<file path="src/rtl/seg7_scan_mux.sv">
// rtl/seg7_scan_mux.sv - multiplexed 7-segment scanner with blanking, digit masking and PWM brightness
module seg7_scan_mux #(
  parameter int DIGITS       = 8,
  parameter int SHOW_CYCLES  = 50000,
  parameter int BLANK_CYCLES = 16
) (
  input  logic                   clk,
  input  logic                   rst_n,
  input  logic [DIGITS-1:0][6:0] seg_in,
  input  logic [DIGITS-1:0]      dp_in,
  input  logic [DIGITS-1:0]      digit_en,
  input  logic [3:0]             bright,
  output logic [6:0]             seg_out,
  output logic                   dp_out,
  output logic [DIGITS-1:0]      an_out,
  output logic                   frame_tick
);

  localparam int MAXC  = (SHOW_CYCLES > BLANK_CYCLES) ? SHOW_CYCLES : BLANK_CYCLES;
  localparam int CNT_W = (MAXC > 1) ? $clog2(MAXC) : 1;
  localparam int IDX_W = (DIGITS > 1) ? $clog2(DIGITS) : 1;

  typedef enum logic {BLANK, SHOW} state_t;

  state_t            state, state_n;
  logic [CNT_W-1:0]  cnt, cnt_n;
  logic [IDX_W-1:0]  idx, idx_n;
  logic [3:0]        pwm_cnt, pwm_n;
  logic              wrap;

  // pattern captured at the start of a slot so mid-slot input changes cannot tear the digit
  logic [6:0]        lat_seg, lat_seg_d;
  logic              lat_dp, lat_dp_d;
  logic              lat_en, lat_en_d;

  logic [6:0]        seg_d;
  logic              dp_d;
  logic [DIGITS-1:0] an_d;
  logic              tick_d;

  // state, counters, latched pattern and output registers; reset forces everything dark
  always_ff @(posedge clk or negedge rst_n) begin
    if (!rst_n) begin
      state      <= BLANK;
      cnt        <= '0;
      idx        <= '0;
      pwm_cnt    <= '0;
      lat_seg    <= 7'h7F;
      lat_dp     <= 1'b1;
      lat_en     <= 1'b0;
      seg_out    <= 7'h7F;
      dp_out     <= 1'b1;
      an_out     <= '1;
      frame_tick <= 1'b0;
    end else begin
      state      <= state_n;
      cnt        <= cnt_n;
      idx        <= idx_n;
      pwm_cnt    <= pwm_n;
      lat_seg    <= lat_seg_d;
      lat_dp     <= lat_dp_d;
      lat_en     <= lat_en_d;
      seg_out    <= seg_d;
      dp_out     <= dp_d;
      an_out     <= an_d;
      frame_tick <= tick_d;
    end
  end

  // slot sequencing: blanking gap, then the digit's show window, then advance to the next digit
  always_comb begin
    state_n = state;
    cnt_n   = cnt + CNT_W'(1);
    idx_n   = idx;
    pwm_n   = pwm_cnt;
    wrap    = 1'b0;
    case (state)
      BLANK: begin
        if (cnt == CNT_W'(BLANK_CYCLES - 1)) begin
          state_n = SHOW;
          cnt_n   = '0;
          pwm_n   = '0;
        end
      end
      SHOW: begin
        pwm_n = pwm_cnt + 4'd1;
        if (cnt == CNT_W'(SHOW_CYCLES - 1)) begin
          state_n = BLANK;
          cnt_n   = '0;
          if (idx == IDX_W'(DIGITS - 1)) begin
            idx_n = '0;
            wrap  = 1'b1;
          end else begin
            idx_n = idx + IDX_W'(1);
          end
        end
      end
      default: begin
        state_n = BLANK;
        cnt_n   = '0;
      end
    endcase
  end

  // next output values, derived from the next state so anode and segments always change together
  always_comb begin
    lat_seg_d = lat_seg;
    lat_dp_d  = lat_dp;
    lat_en_d  = lat_en;
    seg_d     = 7'h7F;
    dp_d      = 1'b1;
    an_d      = '1;
    tick_d    = wrap;
    if (state == BLANK && state_n == SHOW) begin
      lat_seg_d = seg_in[idx];
      lat_dp_d  = dp_in[idx];
      lat_en_d  = digit_en[idx];
    end
    if (state_n == SHOW) begin
      seg_d = lat_seg_d;
      dp_d  = lat_dp_d;
      if (lat_en_d && (pwm_n <= bright)) begin
        an_d = ~(DIGITS'(1) << idx_n);
      end
    end
  end

endmodule
</file>
<file path="config.mk">
export PLATFORM = sky130hd
export DESIGN_NAME = seg7_scan_mux
export DESIGN_NICKNAME = d
export VERILOG_FILES = /design/src/rtl/seg7_scan_mux.sv
export SDC_FILE = /design/constraint.sdc
export NUM_CORES = 1
export LEC_CHECK = 0
export ABC_AREA = 1
export CAP_MARGIN = 20
export CORE_MARGIN = 5
export CORE_UTILIZATION = 25
export DETAILED_ROUTE_END_ITERATION = 7
export GPL_TIMING_DRIVEN = 0
export PLACE_DENSITY = 0.52
export REMOVE_ABC_BUFFERS = 1
export SYNTH_ARGS = -nofsm -noshare
export SYNTH_HDL_FRONTEND = slang
export SYNTH_SLANG_ARGS = --single-unit
</file>
<file path="constraint.sdc">
create_clock -name clk -period 5.13 [get_ports clk]
set_input_delay 1.539 -clock clk [delete_from_list [all_inputs] [get_ports clk]]
set_output_delay 1.539 -clock clk [all_outputs]
set_load 0.02 [all_outputs]
</file>
After elaboration in Yosys (flattened, before gate mapping):

Cells that the tools add are included.

* flip-flop bits (word level): 50
* latch bits: 0
* RAM bits: 0
* ROM bits: 0
* input bits: 78
* word-level logic and storage cells: 51
* memories: 0

* add/sub/neg operators: 3
* multipliers: 0
* div/mod/pow operators: 0
* magnitude comparators: 2
* equal/unequal tests: 3
* shifts and indexed selects: 1
* mux-type cells: 27
* bitwise gates (word level): 2
* reductions and logical operators: 2

Operators with widths (count)
* $mux 16: 2
* $pmux 16 s2: 1
* $bmux 7 s3: 1
* $mux 7: 3
* $add 16x1->16 const B: 1
* $eq 16x16->1 const B: 1
* $eq 16x4->1 const B: 1
* $mux 8: 2
* $mux 1: 10
* $mux 3: 3
* $not 8->8: 1
* $pmux 4 s2: 1
* $shl 1x3->8 const A: 1
* $bmux 1 s3: 2
* $add 4x1->4 const B: 1
* $le 4x4->1: 1
* $lt 3x4->1 const B: 1
* $mux 4: 1
* $add 3x1->3 const B: 1
* $eq 3x3->1 const B: 1
* $logic_and 1x1->1: 2
* $pmux 1 s2: 1
* $not 1->1: 1

Longest topological paths before layout:

* word-level depth: 8
* gate-level depth with buffers: 14
* gate-level depth less buffers: 13

Worst setup path before layout:

No wires, ideal clock.

* path type: input to register
* start point: input bright[1]
* end point: register an_out[0]
* setup time: 0.090 ns
* arrival time: 2.403 ns
* data required time: 5.040 ns
* setup slack: 2.636 ns
* stages: 8
* path buffers: 0
* cells stage by stage: inv_1 > ha_1 > inv_1 > nor2_1 > o21bai_1 > a22oi_1 > a21oi_4 > nand3_1

* word-level cells in the longest chain between the ends: 4

RTL lines
* start, declared: RTL line 12 `input logic [3:0] bright,`
* $le 4x4->1: RTL line 122 `if (lat_en_d && (pwm_n <= bright)) begin`
* $logic_and 1x1->1: RTL line 122
* $mux 8: RTL line 122
* $mux 8: RTL line 119 `if (state_n == SHOW) begin`
* via an_d[0]: RTL line 38 `logic [DIGITS-1:0] an_d;`
* end signal, assigned: RTL line 65 `an_out <= an_d;`
* end, declared: RTL line 15 `output logic [DIGITS-1:0] an_out,`

The timed path passes the listed nets, and every way through them passes these cells.

Worst setup path after layout:

* start point: register seg_out[5]
* end point: output seg_out[5]

RTL lines
* start, declared: RTL line 13 `output logic [6:0] seg_out,`
* start signal, assigned: RTL line 63 `seg_out <= seg_d;`

No word-level cell between the ends.

==> results.md <==
Worst setup path:
- The largest stage delay on the critical path is between 0.6 and 0.7 ns.
- The largest individual stage delay along the critical path comes from the cell sky130_fd_sc_hd__clkdlybuf4s50_1.
- The setup check on the worst reg-to-reg path leaves a slack of about 2.5 ns.
- The number of gates on the worst path with buffers counted is 1.
- STA classifies the critical path startpoint as a flop.
- The worst-case reg-to-reg path depth is 7.
- The critical path buffer and inverter count is 1.
- At the worst endpoint, the required time is approximately 3.6 ns.
- The launching point of the worst reg2reg path is idx[1].
- The capture point of the worst path is seg_out[5].
- Traced cell by cell, the critical path runs through clkdlybuf4s50_1.
- The kind of end point of the critical path is a primary output.
- The worst setup path is of the flop to primary output kind.
- The endpoint identified for the worst register-to-register timing path is an_out[1].
- The maximum fanout along the worst path is 1.
- The first element of the critical path is seg_out[5].
- The kind of cell with the highest combined delay along the critical path is buffers and inverters.
- The arrival time reported for the critical path endpoint is between 1 and 1.5 ns.

Timing:
- The max-slew violation total from the final report is 0.
- The actual transition at the worst max-transition pin is 0.785 ns.
- For the finished layout, the period the worst path requires is 2.96 ns.
- The share of the cycle needed by the critical path after routing is between 50 and 60%.
- The final sum of negative setup slack is 0 ns.
- Derived from the worst setup path, the maximum achievable clock frequency is approximately 340 MHz.
- The final hold violation count came to 0.
- Setup violations remaining at the end of the flow were counted as 0.
- The worst pin sits at a relative slew slack of between 40% and 50%.
- Setup repair after global routing left no endpoint under its margin.
- The worst clock skew is 0.00720 ns.

Detailed routing:
- The antenna violation net count after detailed routing is 0.
- In the routed design, unresolved DRC markers number 0.
- The via density per instance is roughly 4.5.
- Wires add up to between 8000 and 9000 um.
- The initial detailed-routing violation count is ~160.
- For this run, the detailed router's first-pass iteration total came to 4.
- The average detailed-routed wire length per instance is about 13 um.
- The final route contains between 2000 and 3000 vias.

CTS:
- The clock reaches the later pin of the worst-skew pair after just under 0.3 ns.
- The post-CTS resize count is 0.
- Hold repair after CTS inserted 0 buffers.
- The clock drives 50 sinks.
- The maximum clock path buffer count is 2.
- Clock-pin slew was measured on the worst setup and hold paths at 0.06 ns.
- The TritonCTS clock tree is built.
- The root buffer selected by CTS is sky130_fd_sc_hd__clkbuf_16.
- Clock tree synthesis inserted a total of 5 buffers.
- The buffer count from post-CTS setup fixing is 0.
- The number of levels in the clock H-tree is 2.

Die:
- Once the floorplan was initialized, standard cells occupied 25.4% of the core.
- The chip width is 120 um.
- After floorplanning, the core was sized to cover approximately 12000 um^2.
- The vertical extent of the die is about 120 um.
- In this run the core area contains 40 standard-cell rows.
- 95 I/O pins were placed.
- The die covers about 15000 um^2.

Power and ir drop:
- The total power per unit cell area is ~200 nW/um^2.
- The analysis attributes to cell leakage a power of slightly below 0.002 uW.
- VDD sags by at most about 110 uV.

Synth:
- After synthesis the netlist holds a flip-flop and latch count of 50.
- The post-synthesis cell type with the largest combined area is sky130_fd_sc_hd__dfrtp_1.
- The synthesis warning total is 0.
- The fraction of post-synthesis cell area in the top cell type by area is 21.3%.
- The area of the mapped netlist is between 3000 and 4000 um^2.
- For this run, the register share of the synthesized area comes to 42.0%.
- By area the synthesized netlist is led by sky130_fd_sc_hd__dfrtp_1 (21%), sky130_fd_sc_hd__dfstp_2 (21%), sky130_fd_sc_hd__nand2_1 (18%).
- For this run, the leading register cell type out of synthesis is sky130_fd_sc_hd__dfrtp_1.
- The number of enable flip-flop cells after synthesis is 0.
- The gate count after technology mapping is between 400 and 500.
- After synthesis, the netlist uses 32 different library cells.
- The fraction of registers with async set or reset after synthesis is 100%.
- The synthesized area per cell is around 7.4 um^2.

Final layout:
- Once layout is complete, the cells apart from fillers number 651.
- In the final layout, the share of cells above drive strength 1 is under 10%.
- The core occupancy in the finished layout is approximately 36%.
- The repair_antennas step left the layout with diodes totalling 0.
- The total number of nets in the final design is just under 600.
- After filler insertion, the fill cell instance count of the layout stands at 1298.
- The area overhead of the layout relative to synthesis is 40.0%.

Min path:
- In this run the worst hold path is classified as flop to flop.

Global routing:
- Entering global routing, the biggest net connects 39 pins.
- For this run, the total global-route usage over all layers was measured as a little under an eighth.
- After global routing the overflow that remains totals 0.
- The initial antenna violation count is 0.
- The first-pass GRT wire length is approximately 14000 um.
- The via count of the first global-routing pass is 2936.

Placed design:
- The count of placed standard cells including taps is between 600 and 700.
- The number of port buffers is 94.
- The placed wire-length estimate is ~6500 um.
- The final weighted congestion in routability-driven placement is around 0.86.

Job:
- Across the run, the number of max-cap violations was 0.

Status:
- The flow ran to the end, and the final reports show no timing, DRC or antenna violations.
report_power, final:
group	total [uW]	switching, uW	internal (uW)	leakage [uW]
Combinational	107	37.8	69.5	0.00131
Clock	323	142	182	0.0000684
Sequential	409	1.92	407	0.000595
worst min path at each step:
stage               startpoint     end  slack [ns]  depth (start not counted)
floorplan               cnt[0]  cnt[0]        0.43                          1
global placement        cnt[0]  cnt[0]        0.45                          1
detailed placement      cnt[0]  cnt[0]        0.46                          1
CTS                     cnt[0]  cnt[0]        0.47                          1
global route            cnt[0]  cnt[0]        0.50                          1
finish                  cnt[0]  cnt[0]        0.46                          1
layer usage:
layer / up-vias / track usage (%) / share of wire (%)
li1: 1507 / - / -
met1: 1317 / 15.8 / 46
met2: 85 / 19.2 / 46
met3: 9 / 3.37 / 6.9
met4: 0 / 2.97 / 1.4
met5: - / 0 / 0
cell type report:
class | count | area (um^2) | share of cell area (%)
clock inverters | 1 | 6.26 | 0.146
multi-input cells | 317 | 1560 | 36.4
inverters | 33 | 129 | 3.02
well taps | 147 | 184 | 4.30
clock buffers | 7 | 133 | 3.10
repair buffers | 96 | 983 | 23.0
flip-flops and latches | 50 | 1280 | 30.0
Yosys cell counts (all sizes together) (4+ instances only):
cell    instances
nand2         148
a21oi           4
dfrtp          26
nor3            4
inv            31
xor2           12
dfstp          24
nor2           41
nand3          88
buf             9
clkbuf          6
ha              8
flip-flops by register name, summed over array words and instances (netlist names), 3 cells and up:
register  count
cnt          16
an_out        8
lat_seg       7
seg_out       7
pwm_cnt       4
idx           3
cells in the final DEF, fill, tap and decap left out, drive strengths merged:
master	Yosys	routed
dfstp	24	24
dfrtp	26	26
clkbuf	6	7
nand4	3	3
a21oi	4	4
clkdlybuf4s50	0	93
nand2	148	148
nor4	2	2
ha	8	8
xor2	12	12
clkinv	2	2
o21ai	3	3
buf	9	3
a22oi	1	1
xnor2	1	1
o21bai	1	1
inv	31	32
nor2	41	41
nor3	4	4
nand3b	1	1
nand3	88	88
cell families after synthesis:
logic type               Yosys count  synth area share, %
XOR/XNOR                          13                 3.73
buffers and inverters             48                 7.01
flip-flops                        50                 42.0
AND/OR/NAND/NOR                  287                 42.0
adder cells (fa/ha/maj)            8                 3.28
AO/OA/AOI/OAI                      9                 2.01
stage by stage:
step | worst slack [ns] | cell area (um^2) | hold WS, ns | total power (uW)
finish | 2.17 | 4270 | 0.462 | 840
floorplan | 2.64 | 2970 | 0.433 | 444
detailed placement | 1.97 | 4110 | 0.457 | 525
CTS | 2.14 | 4250 | 0.466 | 853
global placement | 1.10 | 4090 | 0.450 | 522
global route | 2.11 | 4270 | 0.497 | 878
(Power assumes the default switching activity.)
